**src/rtl/pc_sequencer.sv**
```systemverilog
// Instruction-fetch controller: owns the ROM program counter, handles stall/branch
// redirects with a post-branch squash window, halt detection and fetch statistics.
module pc_sequencer #(
    parameter int unsigned PC_WIDTH     = 32,
    parameter logic [PC_WIDTH-1:0] RESET_PC = '0,
    parameter int unsigned FLUSH_CYCLES = 2,
    parameter logic [31:0] HALT_INSTR   = 32'hD440_0000,
    parameter int unsigned MAX_STALL    = 15
) (
    input  logic                clock,
    input  logic                reset,
    input  logic                enable,
    input  logic                hazard_pc_write,
    input  logic [PC_WIDTH-1:0] hazard_pc,
    input  logic                branch_taken,
    input  logic [PC_WIDTH-1:0] branch_pc,
    input  logic [31:0]         instruction,
    output logic [PC_WIDTH-1:0] pc,
    output logic                fetch_valid,
    output logic                flush,
    output logic                halted,
    output logic                stall_timeout,
    output logic [31:0]         cycle_count,
    output logic [31:0]         fetch_count
);

    typedef enum logic [1:0] {IDLE, RUN, FLUSH, HALT} state_t;

    localparam logic [3:0] FLUSH_LOAD = 4'(FLUSH_CYCLES);
    localparam logic [7:0] STALL_MAX  = 8'(MAX_STALL);

    state_t              state, state_next;
    logic [PC_WIDTH-1:0] pc_next;
    logic [3:0]          flush_cnt, flush_cnt_next;
    logic [7:0]          stall_cnt;
    logic                active;

    always_ff @(posedge clock or negedge reset) begin
        if (!reset) begin
            state     <= IDLE;
            pc        <= RESET_PC;
            flush_cnt <= '0;
        end else begin
            state     <= state_next;
            pc        <= pc_next;
            flush_cnt <= flush_cnt_next;
        end
    end

    // Priority: stall > branch > halt (RUN only) > sequential; flush window counts only sequential steps.
    always_comb begin
        state_next     = state;
        pc_next        = pc;
        flush_cnt_next = flush_cnt;
        unique case (state)
            IDLE: begin
                if (enable)
                    state_next = RUN;
            end
            RUN, FLUSH: begin
                if (enable) begin
                    if (hazard_pc_write) begin
                        pc_next = hazard_pc;
                    end else if (branch_taken) begin
                        pc_next        = branch_pc;
                        state_next     = FLUSH;
                        flush_cnt_next = FLUSH_LOAD;
                    end else if (state == RUN && instruction == HALT_INSTR) begin
                        state_next = HALT;
                    end else begin
                        pc_next = pc + PC_WIDTH'(1);
                        if (state == FLUSH) begin
                            if (flush_cnt <= 4'd1) begin
                                state_next     = RUN;
                                flush_cnt_next = '0;
                            end else begin
                                flush_cnt_next = flush_cnt - 4'd1;
                            end
                        end
                    end
                end
            end
            HALT: begin
            end
            default: begin
                state_next = IDLE;
            end
        endcase
    end

    always_comb begin
        fetch_valid = (state == RUN) && enable;
        flush       = (state == FLUSH);
        halted      = (state == HALT);
    end

    assign active = (state == RUN) || (state == FLUSH);

    always_ff @(posedge clock or negedge reset) begin
        if (!reset) begin
            cycle_count   <= '0;
            fetch_count   <= '0;
            stall_cnt     <= '0;
            stall_timeout <= 1'b0;
        end else begin
            if (active)
                cycle_count <= cycle_count + 32'd1;
            if (fetch_valid && !hazard_pc_write)
                fetch_count <= fetch_count + 32'd1;
            if (active && enable) begin
                if (hazard_pc_write) begin
                    if (stall_cnt != STALL_MAX)
                        stall_cnt <= stall_cnt + 8'd1;
                    if (stall_cnt == STALL_MAX - 8'd1)
                        stall_timeout <= 1'b1;
                end else begin
                    stall_cnt <= '0;
                end
            end
        end
    end

endmodule

```
**config.mk**
```make
export PLATFORM = sky130hd
export DESIGN_NAME = pc_sequencer
export DESIGN_NICKNAME = d
export VERILOG_FILES = /design/src/rtl/pc_sequencer.sv
export SDC_FILE = /design/constraint.sdc
export NUM_CORES = 1
export LEC_CHECK = 0
export CAP_MARGIN = 10
export CORE_MARGIN = 3
export CORE_UTILIZATION = 45
export CTS_CLUSTER_SIZE = 40
export DETAILED_ROUTE_END_ITERATION = 10
export PLACE_DENSITY_LB_ADDON = 0.15
export SLEW_MARGIN = 20
export SYNTH_ARGS = -nofsm -noshare
export SYNTH_HDL_FRONTEND = slang
export SYNTH_SLANG_ARGS = --single-unit
```
**constraint.sdc**
```tcl
create_clock -name clock -period 4.2 [get_ports clock]
set_input_delay 0.63 -clock clock [delete_from_list [all_inputs] [get_ports clock]]
set_output_delay 0.63 -clock clock [all_outputs]
set_load 0.01 [all_outputs]
```
==> results of run 1 <==
-- metal layers --
metal	part of all wire	wire length [um]	up-vias	GRT usage
met4	0.031	561	0	0.0992
met5	0	0	-	0
met2	0.50	8840	227	0.396
met1	0.41	7310	2868	0.301
li1	-	-	2816	-
met3	0.062	1110	46	0.0409
-- final cells by class --
type | instances | area [um2] | area share
clock buffer | 10 | 239 | 0.0275
clock inverter | 6 | 43.8 | 0.00504
inverter | 19 | 71.3 | 0.00820
tap | 176 | 220 | 0.0253
multi-input combinational | 525 | 3290 | 0.378
timing repair buffer | 208 | 2050 | 0.236
sequential | 111 | 2780 | 0.319
-- state kept, by name, indices dropped and copies added (netlist names) --
name,flops
flush_cnt,4
pc,32
cycle_count,32
stall_timeout,1
stall_cnt,8
state,2
fetch_count,32
-- power groups by stage --
| stage | registers, uW | clock network, uW | logic [uW] |
|---|---|---|---|
| after floorplan | 1690 | 0 | 830 |
| after global placement | 1670 | 0 | 1600 |
| after detailed placement | 1690 | 0 | 1650 |
| after CTS | 1670 | 844 | 1660 |
| after global routing | 1720 | 885 | 1820 |
| final | 1670 | 827 | 1650 |
-- cells in the mapped netlist, types with 8 or more instances --
cell / count / area share
dfrtp_1: 111 / 0.44
nand2_1: 76 / 0.046
xnor2_1: 54 / 0.076
nor2_1: 52 / 0.031
a21oi_1: 42 / 0.034
o21ai_0: 39 / 0.031
nand3_1: 36 / 0.029
xor2_1: 29 / 0.041
nand4_1: 28 / 0.028
and3_1: 19 / 0.019
inv_1: 19 / 0.011
nor3_1: 16 / 0.013
clkbuf_1: 15 / 0.0090
ha_1: 12 / 0.024
nor4_1: 10 / 0.010
and2_1: 8 / 0.0080
and4_1: 8 / 0.011
nand2b_1: 8 / 0.0080
o21a_1: 8 / 0.0096
-- final timing paths --
check | startpoint | endpoint | slack, ns
worst max-delay path | state[0] | cycle_count[24] | 1.22
worst min-delay path | reset | cycle_count[13] | 0.36
worst max register to register | state[0] | cycle_count[24] | 1.22
worst min register to register | cycle_count[31] | cycle_count[31] | 0.47
max in group asynchronous | reset | pc[22] | 2.94
min in group clock | cycle_count[31] | cycle_count[31] | 0.47
-- through the flow --
| stage | instance area (um2) | instances | setup WS [ns] | hold WS (ns) |
|---|---|---|---|---|
| 2_1_floorplan | 6260 | 681 | 1.81 | 0.334 |
| 6_report | 8690 | 1055 | 1.22 | 0.360 |
| 4_1_cts | 8690 | 1055 | 1.26 | 0.394 |
| 5_1_grt | 8690 | 1055 | 1.01 | 0.437 |
| 3_3_place_gp | 8410 | 1039 | 1.04 | 0.459 |
| 3_5_place_dp | 8410 | 1039 | 0.962 | 0.469 |
-- cells by family (layout without fill, tap and decap cells) --
| kind of cell | Yosys count | after routing | synth area share |
|---|---|---|---|
| AO/OA/AOI/OAI | 136 | 136 | 0.136 |
| XOR/XNOR | 83 | 83 | 0.116 |
| adder cells (fa/ha/maj) | 12 | 12 | 0.0240 |
| buffers and inverters | 45 | 243 | 0.0314 |
| flip-flops | 111 | 111 | 0.444 |
| multiplexers | 9 | 9 | 0.0150 |
| AND/OR/NAND/NOR | 285 | 285 | 0.234 |
-- worst register-to-register path: stages (launching register included) --
cell,delay [ns]
dfrtp_1,0.42
inv_1,0.09
ha_1,0.47
nand4_1,0.28
nor4_1,0.71
nand3_1,0.29
nor2_1,0.32
nand2_1,0.13
xnor2_1,0.15
==> impl_metrics.env, run 1 <==
export IMPL_cts_tree="built"
export IMPL_io_pins=201
export IMPL_cts_setup_buffers=0
export IMPL_fillers=1119
export IMPL_setup_viol=0
export IMPL_drive_gt1_frac=0.0478
export IMPL_seq_area_frac_synth=0.444
export IMPL_cts_root_buf="clkbuf_16"
export IMPL_drt_first_pass_iters=5
export IMPL_final_common_cell="clkdlybuf4s50_1"
export IMPL_yosys_warnings=0
export IMPL_tightest_slew_ns=0.917
export IMPL_die_y_um=124
export IMPL_worst_path_buf_inv=1
export IMPL_post_dp_hpwl_um=13400
export IMPL_final_cell_mix="clkdlybuf4s50_1 (198), dfrtp_1 (111), nand2_1 (76)"
export IMPL_crit_family="simple AND/OR/NAND/NOR gates"
export IMPL_p_sw_frac=0.381
export IMPL_async_flop_share=1.00
export IMPL_arrival_ns=3.21
export IMPL_cts_hold_buffers=0
export IMPL_clockBufferDepth=2
export IMPL_min_path_type="input pin to async pin"
export IMPL_vias_per_cell=5.65
export IMPL_dr_total_vias=5957
export IMPL_area_growth_pct=38.8
export IMPL_cellPowerDensity_nw_per_um2=477
export IMPL_power_switching_uw=1580
export IMPL_cts_buffers=9
export IMPL_slowest_delay_ns=0.71
export IMPL_status="completed"
export IMPL_final_nets=987
export IMPL_cp_required_ns=4.43
export IMPL_synth_edf_count=0
export IMPL_wire_per_inst_um=16.9
export IMPL_critical_path_class="flip-flop to flip-flop"
export IMPL_fmaxAchievable_mhz=336
export IMPL_relSlewSlack=0.389
export IMPL_drt_iter0_drc=420
export IMPL_grt_usage=0.236
export IMPL_fin_total_pwr_uw=4150
export IMPL_p_clk_frac=0.199
export IMPL_fin_tns_setup_ns=0
export IMPL_critPathLaunchType="flip-flop"
export IMPL_grt_max_degree=66
export IMPL_internal_power_uw=2570
export IMPL_netlist_area_um2=6260
export IMPL_die_w_um=124
export IMPL_fin_util=0.649
export IMPL_io_buffers=200
export IMPL_period_share=0.709
export IMPL_avgSynthCellArea_um2=9.20
export IMPL_antenna_found_initial=0
export IMPL_worstSetupEndpointType="flip-flop"
export IMPL_fin_crit_ns=2.98
export IMPL_maxSlewViolCount=0
export IMPL_clk_pin_slew_ns=0.07
export IMPL_drt_antenna_violating_nets=0
export IMPL_maxCapViolCount=0
export IMPL_routed_wl_um=17800
export IMPL_combPwrFrac=0.397
export IMPL_globalRouteOverflowTotal=0
export IMPL_drc=0
export IMPL_crit_path_top_delay_cell="nor4_1"
export IMPL_syn_num_nets=794
export IMPL_synth_seq_cells=111
export IMPL_cts_sinks=111
export IMPL_diodes=0
export IMPL_final_hold_viol_count=0
export IMPL_rows=42
export IMPL_die_area_um2=15400
export IMPL_start_util=0.467
export IMPL_core_area_um2=13400
export IMPL_cp_depth=8
export IMPL_rr_worst_depth=8
export IMPL_critical_path_peak_fanout=9
export IMPL_grt_pass1_vias=5956
export IMPL_syn_inst=681
export IMPL_htree_levels=3
export IMPL_gp_congestion=0.867
export IMPL_fin_skew_ns=0.00628
export IMPL_ys_flop_type="dfrtp_1"
export IMPL_crit_chain="inv_1 -> ha_1 -> nand4_1 -> nor4_1 -> nand3_1 -> nor2_1 -> nand2_1 -> xnor2_1"
export IMPL_grt_pass1_wl_um=28800
export IMPL_power_frac_seq=0.403
export IMPL_vdd_ir_drop_worst_uv=346
export IMPL_postCtsResizedCells=0
export IMPL_rsz0062_at_grt="no"
export IMPL_leakagePower_uw=0.00359
export IMPL_synth_distinct_cells=62
export IMPL_clk_latency_ns=0.35
(Power assumes the default switching activity.)
==> run 2, diff against run 1 <==
==> constraint.sdc (replaced) <==
create_clock -name clock -period 2.9 [get_ports clock]
set_input_delay 0.435 -clock clock [delete_from_list [all_inputs] [get_ports clock]]
set_output_delay 0.435 -clock clock [all_outputs]
set_load 0.01 [all_outputs]
==> run 2 against run 1 <==
Combinational power rose by 50%. Cell count rose by 0.95%. Die area did not move. Global-route usage rose by 0.26 points. Sequential share of layout area fell by 0.33 points. Utilization rose by 0.68 points. Register-to-register slack got worse by 0.89 ns. Critical endpoint is now cycle_count[26]. Largest power group is now combinational logic. Highest routed layer unchanged.
==> impl_metrics.env, run 2 (synthesis results as in run 1) <==
export IMPL_drive_gt1_frac=0.0574
export IMPL_final_hold_viol_count=0
export IMPL_dr_total_vias=5975
export IMPL_drt_antenna_violating_nets=0
export IMPL_final_common_cell="clkdlybuf4s50_1"
export IMPL_maxSlewViolCount=0
export IMPL_power_frac_seq=0.399
export IMPL_vdd_ir_drop_worst_uv=434
export IMPL_rsz0062_at_grt="no"
export IMPL_grt_max_degree=57
export IMPL_internal_power_uw=3760
export IMPL_die_w_um=124
export IMPL_setup_viol=0
export IMPL_power_switching_uw=2320
export IMPL_period_share=0.885
export IMPL_grt_pass1_vias=5992
export IMPL_p_clk_frac=0.194
export IMPL_leakagePower_uw=0.00364
export IMPL_r2r_end="cycle_count[26]"
export IMPL_cp_required_ns=3.14
export IMPL_htree_levels=3
export IMPL_drt_iter0_drc=376
export IMPL_ff2ff_setup_slack_ns=0.33
export IMPL_io_buffers=200
export IMPL_clk_latency_ns=0.35
export IMPL_clockBufferDepth=2
export IMPL_io_pins=201
export IMPL_fin_crit_ns=2.57
export IMPL_die_y_um=124
export IMPL_post_dp_hpwl_um=13700
export IMPL_cts_root_buf="clkbuf_16"
export IMPL_die_area_um2=15400
export IMPL_worstSetupEndpointType="flip-flop"
export IMPL_cts_hold_buffers=0
export IMPL_grt_usage=0.239
export IMPL_cts_tree="built"
export IMPL_critical_path_class="flip-flop to flip-flop"
export IMPL_globalRouteOverflowTotal=0
export IMPL_core_area_um2=13400
export IMPL_diodes=0
export IMPL_relSlewSlack=0.572
export IMPL_arrival_ns=2.80
export IMPL_final_cell_mix="clkdlybuf4s50_1 (198), dfrtp_1 (111), nand2_1 (76)"
export IMPL_postCtsResizedCells=0
export IMPL_tightest_slew_ns=0.641
export IMPL_p_sw_frac=0.381
export IMPL_routed_wl_um=18100
export IMPL_cts_buffers=9
export IMPL_fmaxAchievable_mhz=390
export IMPL_grt_pass1_wl_um=29200
export IMPL_rows=42
export IMPL_antenna_found_initial=0
export IMPL_final_nets=997
export IMPL_clk_pin_slew_ns=0.07
export IMPL_rr_worst_depth=9
export IMPL_status="completed"
export IMPL_gp_congestion=0.866
export IMPL_drt_first_pass_iters=5
export IMPL_wire_per_inst_um=17.0
export IMPL_area_growth_pct=40.3
export IMPL_vias_per_cell=5.61
export IMPL_min_path_type="input pin to async pin"
export IMPL_drc=0
export IMPL_fin_tns_setup_ns=0
export IMPL_reg2reg_from="state[0]"
export IMPL_maxCapViolCount=0
export IMPL_reg_top3="cycle_count (32), fetch_count (32), pc (32)"
export IMPL_start_util=0.467
export IMPL_critical_path_peak_fanout=9
export IMPL_critPathLaunchType="flip-flop"
export IMPL_fin_skew_ns=0.00837
export IMPL_cts_sinks=111
export IMPL_cts_setup_buffers=0
export IMPL_cellPowerDensity_nw_per_um2=692
export IMPL_fin_total_pwr_uw=6080
export IMPL_combPwrFrac=0.408
-- run 2: changes by cell type in the layout (fill, tap and decap cells not counted) --
cell and change:
buf_12 +2, buf_4 +8, clkbuf_1 +1, clkbuf_8 -1
clkinv_2 -1, clkinvlp_4 +2, inv_6 -1
-- run 2: worst max-delay path: stages, from the launching register on --
cell and delay, ns:
dfrtp_1 0.44, inv_1 0.10, ha_1 0.46, nand4_1 0.27, nor4_1 0.33, buf_4 0.18
nand3_1 0.16, nor2_1 0.27, nand2_1 0.10, xnor2_1 0.14
-- run 2: metrics by stage --
step                      hold WS [ns]  instance area, um2  std cells  utilization  worst slack [ns]
final                          0.00194                8790       1065        0.656             0.334
after CTS                      0.00457                8790       1065        0.656             0.333
after detailed placement         0.384                8510       1049        0.635            0.0447
after floorplan                  0.139                6260        681            -             0.573
after global routing            0.0223                8790       1065        0.656             0.145
after global placement           0.378                8510       1049        0.635            0.0849
-- run 2: routing by layer --
| layer | GRT usage | share of wire |
|---|---|---|
| met5 | 0 | 0 |
| met4 | 0.0903 | 0.025 |
| met3 | 0.0404 | 0.058 |
| met2 | 0.404 | 0.50 |
| met1 | 0.306 | 0.42 |
-- run 2: worst max-delay path by stage --
stage	from	to	slack (ns)	cells past startpoint
floorplan	state[0]	cycle_count[24]	0.57	9
global placement	instruction[30]	pc[31]	0.08	8
finish	state[0]	cycle_count[26]	0.33	9
CTS	state[0]	cycle_count[26]	0.33	9
detailed placement	instruction[30]	pc[31]	0.04	8
global route	state[0]	pc[28]	0.14	7
-- run 2: power groups by stage --
| stage | logic, uW | clock network [uW] | registers [uW] |
|---|---|---|---|
| detailed placement | 2470 | 0 | 2440 |
| CTS | 2490 | 1210 | 2410 |
| finish | 2480 | 1180 | 2420 |
| floorplan | 1200 | 0 | 2440 |
| global placement | 2400 | 0 | 2410 |
| global route | 2720 | 1270 | 2500 |
-- run 2: area by class of cell --
type	instances	area, um2
clock buffer	10	229
clock inverter	6	45.0
fill	1126	4610
inverter	19	71.3
multi-input combinational	525	3290
sequential	111	2780
tap	176	220
timing repair buffer	218	2150
==> run 3, diff against run 2 <==
--- a/config.mk
+++ b/config.mk
@@ -8,7 +8,7 @@
 export CAP_MARGIN = 10
 export CORE_MARGIN = 3
 export CORE_UTILIZATION = 45
-export CTS_CLUSTER_SIZE = 40
+export CTS_CLUSTER_SIZE = 28
 export DETAILED_ROUTE_END_ITERATION = 10
 export PLACE_DENSITY_LB_ADDON = 0.15
 export SLEW_MARGIN = 20
==> results of run 3 <==
The final DEF is identical to that of run 2; final timing and power are the same.
